$ cat config.mk
export PLATFORM = sky130hd
export DESIGN_NAME = bcd_para_binario
export DESIGN_NICKNAME = d
export VERILOG_FILES = /design/src/rtl/pkg_conversores.sv /design/src/rtl/corretor_digito_bcd.sv /design/src/rtl/bcd_para_binario.sv
export SDC_FILE = /design/constraint.sdc
export NUM_CORES = 1
export LEC_CHECK = 0
export ABC_CLOCK_PERIOD_IN_PS = 2090
export CORE_MARGIN = 2
export CORE_UTILIZATION = 53
export CTS_CLUSTER_DIAMETER = 150
export DETAILED_ROUTE_END_ITERATION = 6
export PLACE_DENSITY_LB_ADDON = 0.3
export RECOVER_POWER = 25
export SYNTH_ARGS = -nofsm -noshare
export SYNTH_HDL_FRONTEND = slang
export SYNTH_HIERARCHICAL = 1
export SYNTH_SLANG_ARGS = --single-unit
$ cat constraint.sdc
create_clock -name clock -period 2.09 [get_ports clock]
set_clock_uncertainty 0.1 [all_clocks]
set_input_delay 0.418 -clock clock [delete_from_list [all_inputs] [get_ports clock]]
set_output_delay 0.418 -clock clock [all_outputs]
set_load 0.01 [all_outputs]
$ cat src/rtl/pkg_conversores.sv
// Shared definitions for the number-format converters.
//   N_DIGITOS_PADRAO   : default number of packed BCD digits
//   LARGURA_BIN_PADRAO : default binary width / iteration count
//   BCD_MAX_DIGITO     : largest legal value of a BCD nibble
//   estado_t           : control states of the sequential converter
package pkg_conversores;

  localparam int N_DIGITOS_PADRAO = 3;
  localparam int LARGURA_BIN_PADRAO = 10;
  localparam logic [3:0] BCD_MAX_DIGITO = 4'd9;

  typedef enum logic [1:0] {
    OCIOSO   = 2'd0,
    CONVERTE = 2'd1,
    PRONTO   = 2'd2
  } estado_t;

endpackage

$ cat src/rtl/corretor_digito_bcd.sv
// Per-digit correction step of reverse double-dabble.
// After a right shift, a digit of 8 or more carries a half-weight
// of 8 that must read as 5 in decimal, so 3 is removed.
// Ports:
//   digito    : 4-bit digit after the shift
//   corrigido : corrected digit (digito - 3 when digito >= 8)
module corretor_digito_bcd (
  input  logic [3:0] digito,
  output logic [3:0] corrigido
);

  assign corrigido = (digito >= 4'd8) ? (digito - 4'd3) : digito;

endmodule

$ cat src/rtl/bcd_para_binario.sv
// Sequential BCD-to-binary converter, one shift per clock.
// Ports:
//   clock    : system clock, rising edge
//   reset_n  : asynchronous active-low reset
//   start    : conversion request, sampled only in OCIOSO
//   bcd_in   : packed digits, most significant digit in the top nibble
//   binario  : result, held until the next accepted request
//   ocupado  : high while converting
//   pronto   : one-cycle completion pulse
//   erro     : last accepted request had a nibble above 9
//   estado   : current control state, for observation
//
// Handshake: a request is accepted on a rising edge where start=1 and
// the FSM is in OCIOSO. Exactly one pronto pulse follows every accepted
// request; start is ignored at any other time, nothing is queued.
module bcd_para_binario
  import pkg_conversores::*;
#(
  parameter int N_DIGITOS   = N_DIGITOS_PADRAO,
  parameter int LARGURA_BIN = LARGURA_BIN_PADRAO
) (
  input  logic                   clock,
  input  logic                   reset_n,
  input  logic                   start,
  input  logic [4*N_DIGITOS-1:0] bcd_in,
  output logic [LARGURA_BIN-1:0] binario,
  output logic                   ocupado,
  output logic                   pronto,
  output logic                   erro,
  output estado_t                estado
);

  localparam int LARGURA_BCD = 4 * N_DIGITOS;
  localparam int LARGURA_SR  = LARGURA_BCD + LARGURA_BIN;
  localparam int LARGURA_CNT = (LARGURA_BIN > 1) ? $clog2(LARGURA_BIN) : 1;
  localparam logic [LARGURA_CNT-1:0] ULTIMA_ITER = LARGURA_CNT'(LARGURA_BIN - 1);

  estado_t estado_q, estado_d;

  // sr: BCD field on top, binary result assembled from the MSB side
  // of the lower field as digits are shifted down.
  logic [LARGURA_SR-1:0]  sr;
  logic [LARGURA_SR-1:0]  sr_desl;
  logic [LARGURA_SR-1:0]  sr_corr;
  logic [LARGURA_BCD-1:0] bcd_corr;
  logic [LARGURA_CNT-1:0] contador;
  logic                   digito_invalido;
  logic                   ultima;

  always_comb begin
    digito_invalido = 1'b0;
    for (int i = 0; i < N_DIGITOS; i++) begin
      if (bcd_in[4*i +: 4] > BCD_MAX_DIGITO) digito_invalido = 1'b1;
    end
  end

  assign sr_desl = {1'b0, sr[LARGURA_SR-1:1]};

  for (genvar g = 0; g < N_DIGITOS; g++) begin : g_corretor
    corretor_digito_bcd u_corretor (
      .digito    (sr_desl[LARGURA_BIN + 4*g +: 4]),
      .corrigido (bcd_corr[4*g +: 4])
    );
  end

  assign sr_corr = {bcd_corr, sr_desl[LARGURA_BIN-1:0]};
  assign ultima  = (contador == ULTIMA_ITER);

  always_ff @(posedge clock or negedge reset_n) begin
    if (!reset_n) estado_q <= OCIOSO;
    else          estado_q <= estado_d;
  end

  always_comb begin
    estado_d = estado_q;
    case (estado_q)
      OCIOSO:   if (start) estado_d = digito_invalido ? PRONTO : CONVERTE;
      CONVERTE: if (ultima) estado_d = PRONTO;
      PRONTO:   estado_d = OCIOSO;
      default:  estado_d = OCIOSO;
    endcase
  end

  always_ff @(posedge clock or negedge reset_n) begin
    if (!reset_n) begin
      sr       <= '0;
      contador <= '0;
      binario  <= '0;
      erro     <= 1'b0;
    end else begin
      case (estado_q)
        OCIOSO: begin
          if (start) begin
            if (digito_invalido) begin
              // Rejected request completes at once with a zero result.
              erro    <= 1'b1;
              binario <= '0;
            end else begin
              erro     <= 1'b0;
              sr       <= {bcd_in, {LARGURA_BIN{1'b0}}};
              contador <= '0;
            end
          end
        end
        CONVERTE: begin
          sr       <= sr_corr;
          contador <= contador + LARGURA_CNT'(1);
          if (ultima) binario <= sr_corr[LARGURA_BIN-1:0];
        end
        default: ;
      endcase
    end
  end

  assign ocupado = (estado_q == CONVERTE);
  assign pronto  = (estado_q == PRONTO);
  assign estado  = estado_q;

endmodule
==> qor.txt <==
=================================================================================
Layout cells sized above 1 .........................................        11.4%
Number of global-route vias before repair ..........................         1433
Post-detailed-placement cell area ..................................    2200 um^2
Net count reported at finish .......................................          233
Number of max-slew violations in the final report ..................            0
Area occupied by multi-input gates .................................     823 um^2
Wire length per cell after detailed routing ........................      15.2 um
Number of inserted filler cells in the final layout ................          276
Category of the worst setup path launch point ......................     register
Top delay family on crit path ...................................... buffers and inverters
Worst-path cell chain .............................................. buf_4, clkdlybuf4s50_1
Crit-path max FO ...................................................            4
# diodes ...........................................................            0
Worst supply voltage drop on vdd ...................................       751 uV
Class of the worst hold path ....................................... register to register
Port buffer count ..................................................           29
Outcome ............................................................ finished, final reports clean
Clock period minus final worst setup slack .........................      1.91 ns
Worst setup EP type ................................................  output port
Worst-Margin Slew ..................................................     0.925 ns
Number of clock sinks seen by CTS ..................................           38
Floorplan die height ...............................................      63.2 um
RD Place Congestion ................................................        0.731
Fraction of synthesized area in multiplexers .......................        6.46%
Source-to-sink clock delay at the later pin of the worst-skew pair .      0.35 ns
Clock tree from TritonCTS ..........................................        built
Number of antenna violations at the first check in global routing ..            0
Number of synthesized register bits ................................           38
Flip-flop and latch area ...........................................     953 um^2
Number of buffers created by CTS ...................................            5
Number of top-level pins ...........................................           30
Setup repair after global routing missed its margin ................           no
Required time reported for the critical path endpoint ..............      1.57 ns
Layout area overhead ...............................................        23.6%
Share of the synthesized area in compound gates (AO/OA/AOI/OAI) ....        19.2%
Largest family of logic cells by synthesized area .................. compound AO/OA/AOI/OAI gates
Via/cell ratio .....................................................         5.33
Cell depth of the worst hold path ..................................            1
Critical path depth in cells .......................................            2
Worst setup slack before clock tree synthesis ......................   -0.0438 ns
Area fraction in and, or, nand and nor cells after synthesis .......        9.42%
Area share of xor/xnor cells in the synthesized design .............        2.83%
Library cells used by synthesis ....................................           31
Number of maximum-capacitance violations ...........................            0
Cell with the largest stage delay on the worst path ................ clkdlybuf4s50_1
CTS max path bufs ..................................................            2
Wire length of the first global-routing pass .......................      6630 um
Stage delay of the slowest cell on the critical path ...............      0.47 ns
Arr. time, crit path ...............................................      1.39 ns
Horizontal die dimension ...........................................      63.2 um
Pin count of the biggest net entering global routing ...............           39
Final hold viol count ..............................................            0
Final setup fails ..................................................            0
Post-route setup TNS ...............................................         0 ns
Part of the Yosys area used for sequential elements ................        51.1%
Effective utilization at floorplan .................................        55.3%
Number of standard cells after synthesis ...........................          168
All-Layer GR Usage .................................................        21.7%
Count of unresolved DRC violations after routing ...................            0
Vias post-DR .......................................................         1369
Initial DRC count ..................................................           70
Top achievable clock speed .........................................      524 MHz
Remaining max-slew budget at the tightest pin ......................        38.3%
Summed instance area of the synthesized netlist ....................    1860 um^2
Crit path kind ..................................................... register to output port
Final antenna-violating net count ..................................            0
Clock Root Buffer ..................................................     clkbuf_4
Total die area .....................................................    4000 um^2
DRT Pass-1 Iters ...................................................            4
Clock slew seen by the registers of the worst setup and hold paths .      0.11 ns
Site Rows ..........................................................           21
Area share of fa/ha/maj cells after synthesis ......................        5.38%
Length in cells of the worst reg-to-reg path .......................            7
Remaining global-route overflow ....................................            0
Syn. warnings ......................................................            6
Max H-tree Level ...................................................            2
Post-Route WL ......................................................      3900 um
Hpwl dp ............................................................      2700 um
Buf/Inv on CP ......................................................            2
Period utilization .................................................        91.4%
Power density normalized to cell area .............................. 1160 nW/um^2
Floorplan Core Area ................................................    3360 um^2
Post-route setup slack .............................................     0.181 ns
Cell area after layout .............................................    2300 um^2
Post-synthesis area per instance ...................................    11.1 um^2
Lkg Pwr ............................................................      1.09 nW
=================================================================================
[repair_timing]
action                                  in CTS  in global routing
hold buffers                                 1                  0
gates resized for setup                      2                  2
buffers inserted                             3                  0
endpoints found under the setup margin       1                  2
cloned                                       0                  0
endpoints found under the hold margin       12                  0
[cell families after synthesis]
| family | after synthesis |
|---|---|
| buffers and inverters | 18 |
| adders and majority gates | 8 |
| and+or+nand+nor | 34 |
| other | 1 |
| muxes | 12 |
| DFF | 38 |
| AOI/OAI and AO/OA | 51 |
| xor gates and xnor gates | 6 |
[Yosys cell counts]
master	n	area share, %
dfrtp_1	38	51
a22o_1	19	9.0
nand2_1	18	3.6
mux2i_1	12	6.5
o21ai_1	12	3.2
inv_1	10	2.0
o21ai_0	10	2.7
ha_1	8	5.4
nor2b_1	5	1.7
buf_6	4	2.4
a21oi_1	3	0.81
nand2b_1	3	1.0
xnor2_1	3	1.4
xor2_1	3	1.4
a21boi_1	2	0.81
buf_2	2	0.54
or3_1	2	0.67
a21o_1	1	0.40
a311o_1	1	0.54
a41oi_2	1	0.88
and3b_1	1	0.47
clkbuf_1	1	0.20
conb_1	1	0.20
inv_2	1	0.20
nand2b_4	1	0.74
nand3_1	1	0.27
nand4_1	1	0.34
nor2_2	1	0.34
nor3_1	1	0.27
o21a_1	1	0.40
o21ai_2	1	0.47
[flip-flops by register name, summed over array words and instances (netlist names)]
register / count
erro: 1
contador: 4
sr: 21
estado: 2
binario: 10
[path summary, 6_finish.rpt]
kind,startpoint,end,slack (ns)
max,estado[1],estado[1],0.18
min,erro,erro,0.42
max reg2reg,estado[0],contador[3],0.34
min reg2reg,erro,erro,0.42
max in group asynchronous,reset_n,estado[1],0.54
min in group asynchronous,reset_n,sr[19],0.71
[layout by cell type, fill, tap and decap left out, drive strengths merged, types with 2 or more instances in the layout]
| master | n |
|---|---|
| a21boi | 2 |
| a21oi | 3 |
| a22o | 19 |
| buf | 8 |
| clkbuf | 7 |
| clkdlybuf4s50 | 26 |
| conb | 5 |
| dfrtp | 38 |
| dlymetal6s2s | 2 |
| ha | 8 |
| inv | 11 |
| mux2i | 12 |
| nand2 | 18 |
| nand2b | 4 |
| nor2b | 5 |
| o21ai | 23 |
| or3 | 2 |
| xnor2 | 3 |
| xor2 | 3 |
[metal layers]
layer	GRT usage, %	part of all wire, %	wire (um)
met5	0	0	0
met4	6.25	0.87	34
met3	6.96	3.9	153
met2	37.5	51	1970
met1	26.0	45	1740
[area by class of cell]
cell class	count	area share (%)
sequential	38	41.5
clock buffer	6	2.23
multi-input combinational	116	35.8
timing repair buffer	38	15.6
inverter	11	1.80
clock inverter	2	0.545
tap	46	2.51
[power by group]
| group | switching, mW | internal, mW |
|---|---|---|
| sequential | 0.262 | 0.975 |
| clock | 0.248 | 0.162 |
| combinational | 0.516 | 0.507 |
[per-stage QoR]
| stage | utilization [%] | hold WS, ns | std cells | power [mW] |
|---|---|---|---|---|
| 6_report | 68.3 | 0.419 | 257 | 2.67 |
| 5_1_grt | 68.3 | 0.435 | 257 | 2.87 |
| 4_1_cts | 68.2 | 0.421 | 257 | 2.68 |
| 3_5_place_dp | 65.3 | 0.389 | 245 | 2.25 |
| 3_3_place_gp | 65.3 | 0.387 | 245 | 2.17 |
| 2_1_floorplan | - | 0.0224 | 172 | 1.94 |
No activity file was read; power rests on OpenSTA's default activity.
